$ cat src/rtl/video_timing_pkg.sv
`default_nettype none
// ============================================================================
// video_timing_pkg : mode encoding, bar colours, counter-width helper
// Rev 1.0
// ============================================================================
package video_timing_pkg;

  localparam logic [1:0] c_MODE_FB   = 2'd0;
  localparam logic [1:0] c_MODE_BARS = 2'd1;
  localparam logic [1:0] c_MODE_GRID = 2'd2;
  localparam logic [1:0] c_MODE_RAMP = 2'd3;

  localparam logic [23:0] c_WHITE   = 24'hFFFFFF;
  localparam logic [23:0] c_YELLOW  = 24'hFFFF00;
  localparam logic [23:0] c_CYAN    = 24'h00FFFF;
  localparam logic [23:0] c_GREEN   = 24'h00FF00;
  localparam logic [23:0] c_MAGENTA = 24'hFF00FF;
  localparam logic [23:0] c_RED     = 24'hFF0000;
  localparam logic [23:0] c_BLUE    = 24'h0000FF;
  localparam logic [23:0] c_BLACK   = 24'h000000;

  function automatic int f_cnt_w(input int total);
    return (total <= 2) ? 1 : $clog2(total);
  endfunction

  function automatic logic [23:0] f_bar_rgb(input logic [2:0] idx);
    logic [23:0] rgb;
    case (idx)
      3'd0:    rgb = c_WHITE;
      3'd1:    rgb = c_YELLOW;
      3'd2:    rgb = c_CYAN;
      3'd3:    rgb = c_GREEN;
      3'd4:    rgb = c_MAGENTA;
      3'd5:    rgb = c_RED;
      3'd6:    rgb = c_BLUE;
      default: rgb = c_BLACK;
    endcase
    return rgb;
  endfunction

endpackage
`default_nettype wire

$ cat src/rtl/video_pattern_gen.sv
`default_nettype none
// ============================================================================
// video_pattern_gen : registered colour-bar / grid / ramp pixel from counters
// Rev 1.0
// ============================================================================
module video_pattern_gen
  import video_timing_pkg::*;
#(
  parameter int H_ACTIVE = 1024,
  parameter int H_TOTAL  = 1344,
  parameter int HW       = 11,
  parameter int VW       = 10,
  parameter int DATA_W   = 24
) (
  input  logic              clk,
  input  logic              rst,
  input  logic [HW-1:0]     i_h_cnt,
  input  logic [VW-1:0]     i_v_cnt,
  input  logic [1:0]        i_mode,
  output logic [DATA_W-1:0] o_pix
);

  localparam int c_BAR_W = H_ACTIVE / 8;
  localparam int c_CH_W  = DATA_W / 3;
  localparam int c_PW    = f_cnt_w(c_BAR_W);
  localparam logic [c_PW-1:0] c_POS_LAST = c_PW'(c_BAR_W - 1);
  localparam logic [HW-1:0]   c_H_LAST   = HW'(H_TOTAL - 1);

  logic [c_PW-1:0]   r_bar_pos;
  logic [2:0]        r_bar_idx;
  logic [DATA_W-1:0] r_pix;
  logic [4:0]        w_h5;
  logic [4:0]        w_v5;
  logic [7:0]        w_h8;
  logic [c_CH_W-1:0] w_ramp;
  logic [DATA_W-1:0] w_pix;

  // Bar index tracks h_cnt with a position counter so no divider is needed.
  always_ff @(posedge clk or posedge rst) begin
    if (rst) begin
      r_bar_pos <= '0;
      r_bar_idx <= '0;
    end else if (i_h_cnt == c_H_LAST) begin
      r_bar_pos <= '0;
      r_bar_idx <= '0;
    end else if (r_bar_pos == c_POS_LAST) begin
      r_bar_pos <= '0;
      r_bar_idx <= (r_bar_idx == 3'd7) ? 3'd7 : r_bar_idx + 3'd1;
    end else begin
      r_bar_pos <= r_bar_pos + 1'b1;
    end
  end

  always_comb begin
    w_h5   = 5'(i_h_cnt);
    w_v5   = 5'(i_v_cnt);
    w_h8   = 8'(i_h_cnt);
    // MSB-align the 8-bit ramp into a channel of any width.
    w_ramp = c_CH_W'({w_h8, {c_CH_W{1'b0}}} >> 8);
    w_pix  = '0;
    case (i_mode)
      c_MODE_BARS: w_pix = DATA_W'(f_bar_rgb(r_bar_idx));
      c_MODE_GRID: w_pix = ((w_h5 == 5'd0) || (w_v5 == 5'd0)) ? '1 : '0;
      c_MODE_RAMP: w_pix = {3{w_ramp}};
      default:     w_pix = '0;
    endcase
  end

  always_ff @(posedge clk or posedge rst) begin
    if (rst) r_pix <= '0;
    else     r_pix <= w_pix;
  end

  assign o_pix = r_pix;

endmodule
`default_nettype wire

$ cat src/rtl/video_timing_ctrl.sv
`default_nettype none
// ============================================================================
// video_timing_ctrl : sync generation, frame read request, latency-matched pixels
// Rev 1.0
// ============================================================================
module video_timing_ctrl
  import video_timing_pkg::*;
#(
  parameter int H_ACTIVE = 1024,
  parameter int H_FP     = 24,
  parameter int H_SYNC   = 136,
  parameter int H_BP     = 160,
  parameter int V_ACTIVE = 768,
  parameter int V_FP     = 3,
  parameter int V_SYNC   = 6,
  parameter int V_BP     = 29,
  parameter bit HS_POL   = 1'b0,
  parameter bit VS_POL   = 1'b0,
  parameter int DATA_W   = 24,
  parameter int RD_LAT   = 1
) (
  input  logic              video_clk,
  input  logic              rst,
  input  logic [1:0]        mode,
  output logic              read_req,
  input  logic              read_req_ack,
  output logic              read_en,
  input  logic [DATA_W-1:0] read_data,
  output logic              hs,
  output logic              vs,
  output logic              de,
  output logic [DATA_W-1:0] vout_data,
  output logic              frame_err
);

  localparam int c_H_TOTAL = H_ACTIVE + H_FP + H_SYNC + H_BP;
  localparam int c_V_TOTAL = V_ACTIVE + V_FP + V_SYNC + V_BP;
  localparam int c_HW      = f_cnt_w(c_H_TOTAL);
  localparam int c_VW      = f_cnt_w(c_V_TOTAL);
  localparam int c_DLY_W   = DATA_W + 4;
  localparam logic [c_HW-1:0] c_H_LAST  = c_HW'(c_H_TOTAL - 1);
  localparam logic [c_HW-1:0] c_H_ACT   = c_HW'(H_ACTIVE);
  localparam logic [c_HW-1:0] c_HS_BEG  = c_HW'(H_ACTIVE + H_FP);
  localparam logic [c_HW-1:0] c_HS_END  = c_HW'(H_ACTIVE + H_FP + H_SYNC);
  localparam logic [c_VW-1:0] c_V_LAST  = c_VW'(c_V_TOTAL - 1);
  localparam logic [c_VW-1:0] c_V_ACT   = c_VW'(V_ACTIVE);
  localparam logic [c_VW-1:0] c_VS_BEG  = c_VW'(V_ACTIVE + V_FP);
  localparam logic [c_VW-1:0] c_VS_END  = c_VW'(V_ACTIVE + V_FP + V_SYNC);

  logic [c_HW-1:0]    r_h_cnt;
  logic [c_VW-1:0]    r_v_cnt;
  logic [1:0]         r_active_mode;
  logic [1:0]         w_mode_next;
  logic               w_sof, w_req_line, w_raw_de, w_raw_hs, w_raw_vs, w_fb;
  logic               r_hs0, r_vs0, r_de0, r_fb0;
  logic               r_read_en, r_read_req, r_frame_err;
  logic [DATA_W-1:0]  w_pix;
  logic [c_DLY_W-1:0] r_dly [RD_LAT];
  logic               w_t_hs, w_t_vs, w_t_de, w_t_fb;
  logic [DATA_W-1:0]  w_t_pix;
  logic               r_hs, r_vs, r_de;
  logic [DATA_W-1:0]  r_vout;

  always_ff @(posedge video_clk or posedge rst) begin
    if (rst) begin
      r_h_cnt <= '0;
      r_v_cnt <= '0;
    end else if (r_h_cnt == c_H_LAST) begin
      r_h_cnt <= '0;
      r_v_cnt <= (r_v_cnt == c_V_LAST) ? '0 : r_v_cnt + 1'b1;
    end else begin
      r_h_cnt <= r_h_cnt + 1'b1;
    end
  end

  // The mode used at frame start is the one everything in stage 0 sees.
  always_comb begin
    w_sof       = (r_h_cnt == '0) && (r_v_cnt == '0);
    w_req_line  = (r_h_cnt == '0) && (r_v_cnt == c_VS_BEG);
    w_raw_de    = (r_h_cnt < c_H_ACT) && (r_v_cnt < c_V_ACT);
    w_raw_hs    = (r_h_cnt >= c_HS_BEG) && (r_h_cnt < c_HS_END);
    w_raw_vs    = (r_v_cnt >= c_VS_BEG) && (r_v_cnt < c_VS_END);
    w_mode_next = r_active_mode;
    if (w_sof) w_mode_next = r_read_req ? c_MODE_BARS : mode;
    w_fb        = (w_mode_next == c_MODE_FB);
  end

  always_ff @(posedge video_clk or posedge rst) begin
    if (rst) begin
      r_hs0         <= 1'b0;
      r_vs0         <= 1'b0;
      r_de0         <= 1'b0;
      r_fb0         <= 1'b0;
      r_read_en     <= 1'b0;
      r_active_mode <= c_MODE_FB;
      r_read_req    <= 1'b0;
      r_frame_err   <= 1'b0;
    end else begin
      r_hs0         <= w_raw_hs;
      r_vs0         <= w_raw_vs;
      r_de0         <= w_raw_de;
      r_fb0         <= w_fb;
      r_read_en     <= w_raw_de && w_fb;
      r_active_mode <= w_mode_next;
      r_frame_err   <= w_sof && r_read_req;
      if (r_read_req && read_req_ack) r_read_req <= 1'b0;
      else if (w_req_line)            r_read_req <= 1'b1;
    end
  end

  video_pattern_gen #(
    .H_ACTIVE (H_ACTIVE),
    .H_TOTAL  (c_H_TOTAL),
    .HW       (c_HW),
    .VW       (c_VW),
    .DATA_W   (DATA_W)
  ) u_pattern (
    .clk     (video_clk),
    .rst     (rst),
    .i_h_cnt (r_h_cnt),
    .i_v_cnt (r_v_cnt),
    .i_mode  (w_mode_next),
    .o_pix   (w_pix)
  );

  // Syncs travel as active-high flags so a cleared delay line means idle.
  always_ff @(posedge video_clk or posedge rst) begin
    if (rst) begin
      for (int i = 0; i < RD_LAT; i++) r_dly[i] <= '0;
    end else begin
      r_dly[0] <= {r_hs0, r_vs0, r_de0, r_fb0, w_pix};
      for (int i = 1; i < RD_LAT; i++) r_dly[i] <= r_dly[i-1];
    end
  end

  assign {w_t_hs, w_t_vs, w_t_de, w_t_fb, w_t_pix} = r_dly[RD_LAT-1];

  always_ff @(posedge video_clk or posedge rst) begin
    if (rst) begin
      r_hs   <= ~HS_POL;
      r_vs   <= ~VS_POL;
      r_de   <= 1'b0;
      r_vout <= '0;
    end else begin
      r_hs   <= w_t_hs ? HS_POL : ~HS_POL;
      r_vs   <= w_t_vs ? VS_POL : ~VS_POL;
      r_de   <= w_t_de;
      r_vout <= !w_t_de ? '0 : (w_t_fb ? read_data : w_t_pix);
    end
  end

  assign read_req  = r_read_req;
  assign read_en   = r_read_en;
  assign frame_err = r_frame_err;
  assign hs        = r_hs;
  assign vs        = r_vs;
  assign de        = r_de;
  assign vout_data = r_vout;

endmodule
`default_nettype wire

$ cat config.mk
export PLATFORM = sky130hd
export DESIGN_NAME = video_timing_ctrl
export DESIGN_NICKNAME = d
export VERILOG_FILES = /design/src/rtl/video_timing_pkg.sv /design/src/rtl/video_pattern_gen.sv /design/src/rtl/video_timing_ctrl.sv
export SDC_FILE = /design/constraint.sdc
export NUM_CORES = 1
export LEC_CHECK = 0
export CAP_MARGIN = 30
export CORE_MARGIN = 4
export CORE_UTILIZATION = 62
export CTS_BUF_LIST = sky130_fd_sc_hd__clkbuf_4 sky130_fd_sc_hd__clkbuf_8
export DETAILED_ROUTE_END_ITERATION = 7
export HOLD_SLACK_MARGIN = 0.12
export PLACE_DENSITY = 0.95
export SETUP_SLACK_MARGIN = 0.4
export SYNTH_ARGS = -nofsm -noshare
export SYNTH_HDL_FRONTEND = slang
export SYNTH_SLANG_ARGS = --single-unit
$ cat constraint.sdc
create_clock -name video_clk -period 8.61 [get_ports video_clk]
set_input_delay 1.2915 -clock video_clk [delete_from_list [all_inputs] [get_ports video_clk]]
set_output_delay 1.2915 -clock video_clk [all_outputs]
set_load 0.02 [all_outputs]
# After elaboration in Yosys (flattened, before gate mapping)
# Cells that the tools add are included.
dict set report classes {
  addsub 4
  n_lt_le_gt_ge 6
  n_eq_ne 14
  mux 18
  n_reduce_logical 17
}
# op count
set ops {}
lappend ops {{$pmux W24 S7} 1}
lappend ops {{$mux W24} 3}
lappend ops {{$pmux W24 S3} 1}
lappend ops {{$lt A11 B11 Y1 const B} 2}
lappend ops {{$eq A10 B10 Y1 const B} 2}
lappend ops {{$lt A10 B10 Y1 const B} 2}
lappend ops {{$mux W7} 2}
lappend ops {{$eq A3 B3 Y1 const B} 4}
lappend ops {{$add A11 B1 Y11 const B} 1}
lappend ops {{$eq A11 B11 Y1 const B} 1}
lappend ops {{$ge A11 B11 Y1 const B} 1}
lappend ops {{$logic_not A11 Y1} 1}
lappend ops {{$mux W11} 1}
lappend ops {{$add A10 B1 Y10 const B} 1}
lappend ops {{$ge A10 B10 Y1 const B} 1}
lappend ops {{$logic_not A10 Y1} 1}
lappend ops {{$logic_not A5 Y1} 2}
lappend ops {{$mux W10} 1}
lappend ops {{$mux W3} 3}
lappend ops {{$logic_and A1 B1 Y1} 8}
lappend ops {{$add A7 B1 Y7 const B} 1}
lappend ops {{$eq A7 B7 Y1 const B} 1}
lappend ops {{$eq A3 B2 Y1 const B} 2}
lappend ops {{$eq A2 B2 Y1 const B} 2}
lappend ops {{9 further kinds} 14}
dict set report totals {
  reg_bits 119
  in_bits 29
  out_inout_bits 30
}

# Depth between registers and ports, before layout
dict set report depth {
  word_depth 5
  ltp_mapped 10
  depth_no_buf 9
}

# By module
# Synthesis repeated with hierarchy kept, for this count alone.
dict set report unflattened {
  hier_cells 392
  hier_area_um2 4793.3
}
# module instances cells_each area_per_inst_um2 seq_area_each_um2
set by_module_without_submodules {}
lappend by_module_without_submodules {video_timing_ctrl 1 268 3444.6 2129.5}
lappend by_module_without_submodules {video_pattern_gen 1 124 1348.8 850.8}

# Worst setup path before layout
# OpenSTA, ideal clock, no wires.
dict set report synth_path {
  kind {register to register}
  start {reg r_h_cnt[0]}
  end {reg u_pattern.r_pix[11] (netlist: u_pattern.o_pix[11])}
  arrival_time_ns 2.245
  slack_ns 6.225
  path_stages_with_launch 9
  path_cell_list {dfrtp_1 -> inv_1 -> ha_1 -> or4b_4 -> nor4_4 -> and3_1 -> mux2i_1 -> clkbuf_1 -> o21ai_0}
}
dict set report synth_between {
  elab_chain_cells 5
  elab_cells_between_ends 10
  cone_classes {3 x eq/ne; 3 x mux; 4 x reduce/logical}
}
# element line
set synth_lines {}
lappend synth_lines {{start: declaration} video_timing_ctrl.sv:50} ;# logic [c_HW-1:0] r_h_cnt;
lappend synth_lines {{start signal: assignment} video_timing_ctrl.sv:72} ;# r_h_cnt <= r_h_cnt + 1'b1;
lappend synth_lines {{$logic_not A11 Y1} video_timing_ctrl.sv:78} ;# w_sof = (r_h_cnt == '0) && (r_v_cnt == '0);
lappend synth_lines {{$logic_and A1 B1 Y1} video_timing_ctrl.sv:78}
lappend synth_lines {{$mux W2} video_timing_ctrl.sv:84} ;# if (w_sof) w_mode_next = r_read_req ? c_MODE_BARS : mode;
lappend synth_lines {{$eq A2 B2 Y1 or $eq A2 B1 Y1 (tied branches)} video_pattern_gen.sv:61} ;# case (i_mode)
lappend synth_lines {{$pmux W24 S3 *} video_pattern_gen.sv:61}
lappend synth_lines {{named net u_pattern.w_pix[11]} video_pattern_gen.sv:36} ;# logic [DATA_W-1:0] w_pix;
lappend synth_lines {{end signal: assignment} video_pattern_gen.sv:71} ;# else r_pix <= w_pix;
lappend synth_lines {{end: declaration} video_pattern_gen.sv:31} ;# logic [DATA_W-1:0] r_pix;
# Mark *: on every way through the listed nets, which the timed path passes. The rest lies on a longest branch.
# A chain may end at the register's enable or synchronous reset.

# Final worst setup path
dict set report layout_path {
  start {reg r_vs (netlist: vs)}
  end {out vs}
}
# element line
set layout_rtl {}
lappend layout_rtl {{start: declaration} video_timing_ctrl.sv:61} ;# logic r_hs, r_vs, r_de;
lappend layout_rtl {{start signal: assignment} video_timing_ctrl.sv:141} ;# r_vs <= ~VS_POL;
lappend layout_rtl {{start signal: assignment} video_timing_ctrl.sv:146} ;# r_vs <= w_t_vs ? VS_POL : ~VS_POL;
lappend layout_rtl {{end: declaration} video_timing_ctrl.sv:30} ;# output logic vs,
# No word-level cell between the ends.

==> flow_metrics.tcl <==
set metrics [dict create \
    status "finished clean" \
    syn-num-nets 450 \
    drv_cap 0 \
    gp_congestion 0.802 \
    cts.repair.resized 0 \
    vias 3162 \
    track_usage_pct 22.3 \
    finalHoldViolations 0 \
    postSynthCellCount 410 \
    cts_tree "done" \
    rsz0062_at_grt "no" \
    finalClockSkew_ns 0.00938 \
    syn2layout_area_growth_pct 21.0 \
    netlist_area_sq_mm 0.00483 \
    synth_cell_types 46 \
    worstPathRequired_ns 7.32 \
    layout_commonest_cell "dfrtp_1" \
    hold_depth 0 \
    postSynth.asyncResetShare_pct 100 \
    dieArea_sq_mm 0.00926 \
    path_cells "clkdlybuf4s50_1" \
    grt_overflow 0 \
    worstMarginPinSlew_ns 0.968 \
    final_cell_mix "dfrtp_1 (117), clkdlybuf4s50_1 (58), a21oi_1 (27)" \
    ant_nets 0 \
    avgSynthCellArea_sq_um 11.8 \
    placementRows 31 \
    fin_setup_tns_ns 0 \
    clock-root-buffer "clkbuf_8" \
    grt_pass1_wl_microns 15300 \
    whs_endpoint "r_dly[22]" \
    cts_max_level 4 \
    slew_violations 0 \
    coreArea_sq_mm 0.00741 \
    clockBufferDepth 2 \
    detail_route.iter0.violations 243 \
    path_clk_slew_ns 0.08 \
    antenna_cells 0 \
    ys_warn_count 0 \
    postCtsSetupBuffers 0 \
    grt_max_degree 72 \
    worstSetupPathType "reg2out" \
    regToRegEndpoint "u_pattern.o_pix[11]" \
    synth_top_area_share_pct 60.6 \
    initial_utilization_pct 65.2 \
    layout.nets 506 \
    clock-sinks 119 \
    synth_area_leaders "dfrtp_1 (61%), mux2i_1 (5.4%), nor2b_1 (3.2%)" \
    worstSetupStartpointType "flop" \
    synth-main-ff-cell "dfrtp_1" \
    dp_hpwl_microns 6060 \
    r2r_start "r_h_cnt[0]" \
    ir_drop_v 0.0000994 \
    slowest_delay_ns 0.61 \
    drc 0 \
    synth-seq-cells 119 \
    p_leak_nw 2.26 \
    p_total_mw 1.07 \
    min-delay-start "u_pattern.o_pix[22]" \
    max_freq_mhz 352 \
    path_max_fanout 1 \
    wl_per_cell_microns 15.6 \
    critical-path-top-delay-family "buffers and inverters" \
    layout-drive-gt1-share_pct 10.9 \
    die_x_microns 96.3 \
    seq_area_frac_synth_pct 61.7 \
    numCtsBuffers 17 \
    finalCritPeriodShare_pct 33.0 \
    setup_viol 0 \
    powerDensity_mw_per_mm2 183 \
    pin_count 59 \
    cts_hold_buf 0 \
    slew_headroom_pct 35.1 \
    slowest_stage "clkdlybuf4s50_1" \
    dr.pass1.iters 5 \
    end_kind "primary output" \
    synth_enable_flop_cells 0 \
    cp.arrival_ns 1.55 \
    final_area_sq_mm 0.00584 \
    clk_latency_ns 0.42 \
    io_buffers 58 \
    fill_cells 431 \
    hp-class "reg2reg" \
    fp.dieH_microns 96.3 \
    antenna_found_initial 0 \
    finalCriticalPeriod_ns 2.84 \
    r2r_setup_slack_ns 5.89 \
    place_area_sq_mm 0.00545 \
    routed_wl_microns 9010 \
    grt_pass1_vias 3224 \
    worstRegToRegCells 8 \
    critPathBufInv 1 \
    yosys.area.top_type "dfrtp_1" \
    via_per_inst 5.47 \
]
-- per-layer routing --
| metal | vias up | global-route usage (%) | routed length (microns) |
|---|---|---|---|
| li1 | 1508 | - | - |
| met1 | 1524 | 25.5 | 3570 |
| met2 | 113 | 39.2 | 4770 |
| met3 | 17 | 6.41 | 506 |
| met4 | 0 | 8.53 | 167 |
| met5 | - | 0 | 0 |
-- sequential cells by signal (all words and copies together), names as in the netlist, 2 cells and up --
| register | flops |
|---|---|
| r_dly | 28 |
| u_pattern.o_pix | 24 |
| vout_data | 24 |
| r_h_cnt | 11 |
| r_v_cnt | 10 |
| u_pattern.r_bar_pos | 7 |
| u_pattern.r_bar_idx | 3 |
| r_active_mode | 2 |
-- worst register-to-register path: cells and delay by family (launching register included) --
kind | cells | cell delay, ns
AND/OR/NAND/NOR | 4 | 1.38
flip-flops | 1 | 0.42
multiplexers | 1 | 0.36
AO/OA/AOI/OAI | 1 | 0.21
adder cells (fa/ha/maj) | 1 | 0.15
buffers and inverters | 1 | 0.10
-- synthesized netlist by cell type, types with 2 or more instances --
library cell and instances:
nand3_1 15, inv_1 16, dfstp_2 2, ha_1 11, nor3_1 4, nor4b_1 2, xor2_1 5, o21ai_0 25
o21ai_2 6, clkbuf_1 17, nor2_1 24, nor3b_1 4, nand2_1 23, nand4_1 5, a21oi_1 27, dfrtp_1 117
xnor2_1 9, mux2i_1 26, a211oi_1 2, buf_6 5, and2_1 3, and3_1 10, nor2b_1 25, o21ai_1 5
-- power breakdown --
group	switching [mW]	internal [mW]
Clock	0.223	0.261
Combinational	0.0128	0.0120
Sequential	0.0000000000000000359	0.559
-- logic make-up (layout without fill, tap and decap cells) --
family,Yosys count,after routing,synth area share (%)
adders and majority gates,11,11,2.85
muxes,26,26,5.39
and+or+nand+nor,123,123,14.0
DFF,119,119,61.7
AOI/OAI and AO/OA,76,76,9.20
xor gates and xnor gates,14,14,2.54
buffers and inverters,41,110,4.25
-- layout make-up --
cell class                 count  area (sq um)  share of cell area (%)
clock buffer                  18           241                    4.13
clock inverter                14           149                    2.55
inverter                      17          67.6                    1.16
multi-input combinational    250          1650                    28.3
sequential                   119          2980                    51.0
tap                           99           124                    2.12
timing repair buffer          61           627                    10.7
-- worst max path at each step --
stage	end	start	cells past startpoint
final	vs	vs	1
after global routing	vs	vs	1
after CTS	vs	vs	1
after detailed placement	u_pattern.r_bar_pos[5]	rst	3
after global placement	u_pattern.o_pix[13]	mode[0]	5
after floorplan	de	rst	1
-- per-stage QoR --
step	hold slack, ns	setup slack (ns)	utilization (%)	instances
after floorplan	0.331	4.16	-	410
after global placement	0.333	5.05	73.0	544
after detailed placement	0.335	5.57	73.6	546
after CTS	0.341	5.74	78.8	578
after global routing	0.346	5.72	78.8	578
final	0.341	5.77	78.8	578
(Power assumes the default switching activity.)
